**src/rtl/rx_frame_ctrl.sv**
```systemverilog
// Receive frame sequencer: arms preamble then Barker detection, starts the depacketizer,
// watches AXIS tlast for end-of-frame, and recovers from stalls with timeouts and a flush.
`timescale 1ns/1ps
module rx_frame_ctrl #(
    parameter int unsigned BD_TIMEOUT    = 1024,
    parameter int unsigned FRAME_TIMEOUT = 65535,
    parameter int unsigned HOLDOFF       = 16,
    parameter int unsigned CNT_WIDTH     = 16
) (
    input  logic                 clk,
    input  logic                 rst,
    input  logic                 enable,
    input  logic [3:0]           MODE_CTRL,
    input  logic                 PD_flag,
    input  logic                 BD_flag,
    input  logic                 BD_sgn,
    input  logic                 data_tvalid,
    input  logic                 data_tready,
    input  logic                 data_tlast,
    output logic                 PD_en,
    output logic                 BD_en,
    output logic                 bd_start,
    output logic                 bd_sgn_out,
    output logic                 dp_rst,
    output logic                 busy,
    output logic                 frame_done,
    output logic                 timeout,
    output logic [CNT_WIDTH-1:0] frame_cnt,
    output logic [CNT_WIDTH-1:0] timeout_cnt
);

    typedef enum logic [5:0] {
        StIdle   = 6'b000001,
        StPdWait = 6'b000010,
        StBdWait = 6'b000100,
        StActive = 6'b001000,
        StFlush  = 6'b010000,
        StHold   = 6'b100000
    } state_e;

    localparam logic [CNT_WIDTH-1:0] CntOne = {{(CNT_WIDTH-1){1'b0}}, 1'b1};

    state_e      state_q, state_d;
    logic [31:0] timer_q, timer_d;
    logic        armed;
    logic        bd_accept;
    logic        eof_hit;
    logic        to_hit;

    assign armed = enable && (MODE_CTRL == 4'b0100);

    always_comb begin
        state_d   = state_q;
        bd_accept = 1'b0;
        eof_hit   = 1'b0;
        to_hit    = 1'b0;
        unique case (state_q)
            StIdle: begin
                if (armed) state_d = StPdWait;
            end
            StPdWait: begin
                if (!armed)       state_d = StFlush;
                else if (PD_flag) state_d = StBdWait;
            end
            StBdWait: begin
                if (!armed) begin
                    state_d = StFlush;
                end else if (BD_flag) begin
                    state_d   = StActive;
                    bd_accept = 1'b1;
                end else if (timer_q == BD_TIMEOUT - 1) begin
                    state_d = StFlush;
                    to_hit  = 1'b1;
                end
            end
            StActive: begin
                if (!armed) begin
                    state_d = StFlush;
                end else if (data_tvalid && data_tready && data_tlast) begin
                    state_d = StHold;
                    eof_hit = 1'b1;
                end else if (timer_q == FRAME_TIMEOUT - 1) begin
                    state_d = StFlush;
                    to_hit  = 1'b1;
                end
            end
            StFlush: begin
                state_d = StHold;
            end
            StHold: begin
                if (timer_q == HOLDOFF - 1) state_d = armed ? StPdWait : StIdle;
            end
            default: begin
                state_d = StIdle;
            end
        endcase
        // Timer restarts from zero whenever a new state is entered.
        timer_d = (state_d != state_q) ? 32'd0 : timer_q + 32'd1;
    end

    always_ff @(posedge clk) begin
        if (rst) begin
            state_q     <= StIdle;
            timer_q     <= 32'd0;
            PD_en       <= 1'b0;
            BD_en       <= 1'b0;
            bd_start    <= 1'b0;
            bd_sgn_out  <= 1'b0;
            dp_rst      <= 1'b0;
            busy        <= 1'b0;
            frame_done  <= 1'b0;
            timeout     <= 1'b0;
            frame_cnt   <= '0;
            timeout_cnt <= '0;
        end else begin
            state_q    <= state_d;
            timer_q    <= timer_d;
            // Level outputs trail the state register by one cycle.
            PD_en      <= (state_q == StPdWait);
            BD_en      <= (state_q == StBdWait);
            busy       <= (state_q != StIdle);
            dp_rst     <= (state_q == StFlush);
            bd_start   <= bd_accept;
            frame_done <= eof_hit;
            timeout    <= to_hit;
            if (bd_accept) bd_sgn_out <= BD_sgn;
            if (eof_hit && (frame_cnt != '1)) frame_cnt <= frame_cnt + CntOne;
            if (to_hit && (timeout_cnt != '1)) timeout_cnt <= timeout_cnt + CntOne;
        end
    end

endmodule
```
**config.mk**
```make
export PLATFORM = sky130hd
export DESIGN_NAME = rx_frame_ctrl
export DESIGN_NICKNAME = d
export VERILOG_FILES = /design/src/rtl/rx_frame_ctrl.sv
export SDC_FILE = /design/constraint.sdc
export NUM_CORES = 1
export LEC_CHECK = 0
export ABC_AREA = 1
export CAP_MARGIN = 20
export CELL_PAD_IN_SITES_DETAIL_PLACEMENT = 1
export CELL_PAD_IN_SITES_GLOBAL_PLACEMENT = 1
export CORE_ASPECT_RATIO = 0.7
export CORE_MARGIN = 2
export CORE_UTILIZATION = 41
export CTS_CLUSTER_SIZE = 28
export DETAILED_ROUTE_END_ITERATION = 6
export PLACE_DENSITY_LB_ADDON = 0.12
export SETUP_SLACK_MARGIN = 0.15
export SYNTH_ARGS = -nofsm -noshare
export SYNTH_HDL_FRONTEND = slang
export SYNTH_SLANG_ARGS = --single-unit
export TNS_END_PERCENT = 100
```
**constraint.sdc**
```tcl
create_clock -name clk -period 2.5 [get_ports clk]
set_input_delay 0.25 -clock clk [delete_from_list [all_inputs] [get_ports clk]]
set_output_delay 0.25 -clock clk [all_outputs]
set_load 0.05 [all_outputs]
```
======== Word level (Yosys, flattened, before mapping) ========
Cells that the tools add are included.
Widths: inputs -> output; s select.
word-level totals
  word-level logic and storage cells ...... 60
  register bits ........................... 78
  input bits .............................. 13
  output and inout bits ................... 40
operators by class
  muxes and demuxes ....................... 25
  reduce and logical (&&, ||, !) cells .... 6
  equality and inequality tests ........... 14
  add/subtract/negate cells ............... 3
operators by type and width
  cell                   count
  $mux 6                 10
  $pmux 6 s6             1
  $add 16x1->16 const B  2
  $add 32x1->32 const B  1
  $eq 32x10->1 const B   1
  $eq 32x16->1 const B   1
  $eq 32x4->1 const B    1
  $ne 16x16->1 const B   2
  $mux 1                 12
  $eq 6x1->1 const B     1
  $eq 6x2->1 const B     1
  $eq 6x3->1 const B     1
  $eq 6x4->1 const B     1
  $eq 6x5->1 const B     1
  $eq 6x6->1 const B     1
  $ne 6x1->1 const B     1
  $ne 6x6->1             1
  $logic_and 1x1->1      5
  $eq 4x3->1 const B     1
  $mux 2                 1
  $pmux 1 s2             1
  $reduce_or 2->1        1

======== Depth between registers and ports, before layout ========
  word-level depth ........................ 7
  depth in mapped cells ................... 16
  mapped depth without buffers ............ 16

======== Worst setup path after synthesis ========
OpenSTA, ideal clock, no wires.
  kind .................................... register to register
  from .................................... reg timeout_cnt[6]
  to ...................................... reg timeout_cnt[0]
  setup slack ............................. 0.432 ns
  stages on the path, launching flop included .. 8
  buffers on the path ..................... 0
  setup time .............................. 0.148 ns
  clock period less this slack ............ 2.068 ns
  arrival ................................. 1.921 ns
  path through ............................ dfxtp_1 > inv_1 > nor3_1 > nand4_1 > nand2_2 > inv_2 > o21ai_0 > a21oi_1
between the ends
  longest elaborated chain between the ends .. 2
ends and longest elaborated chain
  element                 line  text
  from (decl)             29    output logic [CNT_WIDTH-1:0] timeout_cnt
  from (signal assigned)  128   if (to_hit && (timeout_cnt != '1)) timeout_cnt <= timeout_cnt + CntOne;
  $ne 16x16->1            128
  $logic_and 1x1->1       128
No other way between the ends.
A chain may end at the register's enable or synchronous reset.

======== Final worst setup path ========
  from .................................... reg timeout_cnt[0]
  to ...................................... reg timeout_cnt[3]
between the ends
  longest elaborated chain between the ends .. 2
  elaborated cells between the ends (all ways) .. 3
ends and longest elaborated chain
  element
  branches (longest 2 deep; another with $add 16x1->16)
Parallel ways; which one is timed is not known.

==> metrics.cfg <==
[sta]
hold_ws_ps = 484
fin_setup_tns_ps = 0
fin_crit_sh_pct = 85.7
worstMarginPinSlew_ps = 543
fmax_mhz = 467
hold_viol = 0
max-slew-margin-rel_pct = 63.7
rsz0062_at_grt = no
drv_slew = 0
fin_crit_ps = 2140
setup_viol = 0
final.setup_skew_ps = 9.29

[synth]
yosys-mux-area-fraction_pct = 0
synthArstFlopShare_pct = 0
synth_area_leaders = dfxtp_1 33%, nand2_1 9.5%, nor2_4 7.6%, inv_1 6.9%, nor2_1 6.8%
yosys_warnings = 0
ys_ff_latch = 78
synthFlopType = dfxtp_1
syn-instance-count = 661
synth_nets = 678
synth_top_area_share_pct = 32.9
synth_xor_area_share_pct = 7.37
synth.distinct_cells = 42
synth_compound_area_share_pct = 7.32
synth_top_family_by_area = simple AND/OR/NAND/NOR gates
synth.avg_cell_area_sq_um = 7.19
synth_seq_area_share_pct = 32.9
synth_edf_count = 0
yosys.area.top_type = dfxtp_1
netlist_area_sq_um = 4750
synthAdderAreaFrac_pct = 1.05
synthSimpleGateAreaFrac_pct = 41.8

[cts]
cts_buffers = 9
clockBufferDepth = 2
postCtsHoldBufs = 0
root_buffer = clkbuf_16
clk_pin_slew_worst_paths_ps = 60
post_cts_resized = 0
cts_setup_buffers = 0
tritoncts = yes
insertion_delay_ps = 340
h-tree-depth = 3
cts.sinks = 78

[global_routing]
use_met3_pct = 4.75
grt_pass1_vias = 4544
groute.usage.overall_pct = 23.3
use_met2_pct = 34.9
grt-busiest-layer = met2
grt_overflow = 0
grt_max_degree = 28
antenna_found_initial = 0
grt_first_pass_wirelength_um = 23100
met1_usage_pct = 34.2

[layout]
drive_gt1_share_pct = 14.4
antenna_cells = 0
fin_util_pct = 52.1
area_delta_synth_final_pct = 22.5
num-nets-final = 742

[power_and_ir_drop]
total_power_uw = 2730
vdd_drop_max_mv = 0.363
leakage_uw = 0.00207
pwr_density_cell_nw_per_um2 = 469

[setup_path]
path_buf_inv = 1
cp-end-kind = register
critical_path_class = register to register
crit_family = simple AND/OR/NAND/NOR gates
slowest_delay_ps = 430
critPathSlowestCell = nor3_1
timing.rr.end = timeout_cnt[3]
critical_path.cell_chain = ha_1 -> nand2_1 -> nor3_1 -> nand4_1 -> nand2_2 -> inv_2 -> nand2_1 -> nand2_1 -> nand2_1 -> nor2_1
path_common_cell = nand2_1
r2r-start = timeout_cnt[0]
required_ps = 2730
worst_r2r_path_depth = 10
cp-start-kind = register
rrSetupSlack_ps = 360
path_max_fanout = 6
cp_data_arrival_time_ps = 2380

[drt]
first_pass_iters = 4
dr_total_vias = 4566
avgViaCountPerCell = 5.18
ant_nets = 0
first_iter_violations = 233
wl_per_cell_um = 15.8
drc = 0
routed_wl_um = 13900

[die]
coreArea_sq_um = 11200
die_y_um = 94.1
io_pins = 53
die_w_um = 133
floorplan.rows = 32
start_util_pct = 42.5
dieArea_sq_um = 12500

[place]
hpwl_um = 10700
port_buffers = 52
place_congestion = 0.901

[run_status]
outcome = finished, final reports clean

[hold_path]
hold-path-endpoint = timer_q[0]
worstHoldPathCells = 1
hold_path_class = register to register
min_from = timer_q[0]

[flow_run]
max_cap_violations = 0

==> final cells by class <==
| type | count | area [sq um] |
|---|---|---|
| inverters | 93 | 354 |
| well taps | 153 | 191 |
| flip-flops and latches | 78 | 1560 |
| clock inverters | 4 | 22.5 |
| repair buffers | 64 | 671 |
| fillers | 1412 | 5350 |
| clock buffers | 11 | 253 |
| multi-input cells | 479 | 2770 |
==> sequential cells by signal (all words and copies together), names as in the netlist <==
register	flops
timeout_cnt	16
bd_start	1
bd_sgn_out	1
dp_rst	1
frame_done	1
timeout	1
busy	1
frame_cnt	16
BD_en	1
PD_en	1
timer_q	32
state_q	6
==> worst register-to-register path, delay by kind of cell (launching register included) <==
family / cells / cell delay (ps)
and+or+nand+nor: 8 / 1330
DFF: 1 / 410
adders and majority gates: 1 / 200
buffers and inverters: 1 / 90
==> cell usage after synthesis (2+ instances only) <==
master and instances:
nor2_1 86, a21oi_1 27, xor2_1 30, inv_2 5, nor2_2 15, nand4_2 2, buf_12 3, nand2_1 120
nor2_4 32, xnor2_1 10, a211oi_1 2, dfxtp_1 78, nand4_1 32, a31oi_1 5, nor3_1 30, o21ai_1 4
o21ai_0 15, nand2_4 2, nand2_2 6, nand3_2 4, inv_1 87, clkbuf_1 6, ha_1 4, nor4_1 5
nand3_1 34
==> routing by layer <==
| layer | vias to the layer above | part of all wire, % |
|---|---|---|
| met5 | - | 0 |
| met4 | 0 | 0.96 |
| met3 | 14 | 4.4 |
| met2 | 95 | 43 |
| met1 | 2182 | 52 |
| li1 | 2275 | - |
==> how the worst max path moves through the flow <==
stage | cells after the start | startpoint | to
5_1_grt | 12 | MODE_CTRL[1] | frame_cnt[14]
3_5_place_dp | 12 | MODE_CTRL[1] | frame_cnt[14]
2_1_floorplan | 7 | timeout_cnt[6] | timeout_cnt[0]
6_report | 10 | timeout_cnt[0] | timeout_cnt[3]
3_3_place_gp | 12 | MODE_CTRL[1] | timeout_cnt[6]
4_1_cts | 13 | timer_q[0] | timer_q[3]
==> cells by family (layout without fill, tap and decap cells) <==
group | Yosys count | after routing
simple gates | 375 | 375
buf+inv | 104 | 172
flops | 78 | 78
compound gates | 60 | 60
xor+xnor | 40 | 40
fa+ha+maj | 4 | 4
==> layout by cell type (no fill, tap or decap), types with 6 or more instances in the layout <==
master	instances
xor2_1	30
o21ai_0	14
nand4_1	32
nor3_1	30
nand2_2	6
clkbuf_16	11
nand3_1	34
dfxtp_1	77
xnor2_1	10
nor2_2	15
a21oi_1	27
buf_4	8
clkdlybuf4s50_1	52
nor2_4	33
nor2_1	85
nand2_1	120
inv_1	87
==> stage by stage <==
stage | worst slack, ps | instances | instance area [sq um]
after global routing | 153 | 882 | 5820
after floorplan | 432 | 661 | 4750
after CTS | 150 | 880 | 5740
after global placement | 152 | 865 | 5460
after detailed placement | 43.3 | 865 | 5460
final | 357 | 882 | 5820
==> where the power goes <==
group          leakage [uW]  switching, uW  total, uW  internal (uW)
combinational       0.00131            126        209           82.9
sequential         0.000629           17.9       1270           1250
clock              0.000137            533       1250            716
total               0.00207            677       2730           2050
No activity file was read; power rests on OpenSTA's default activity.
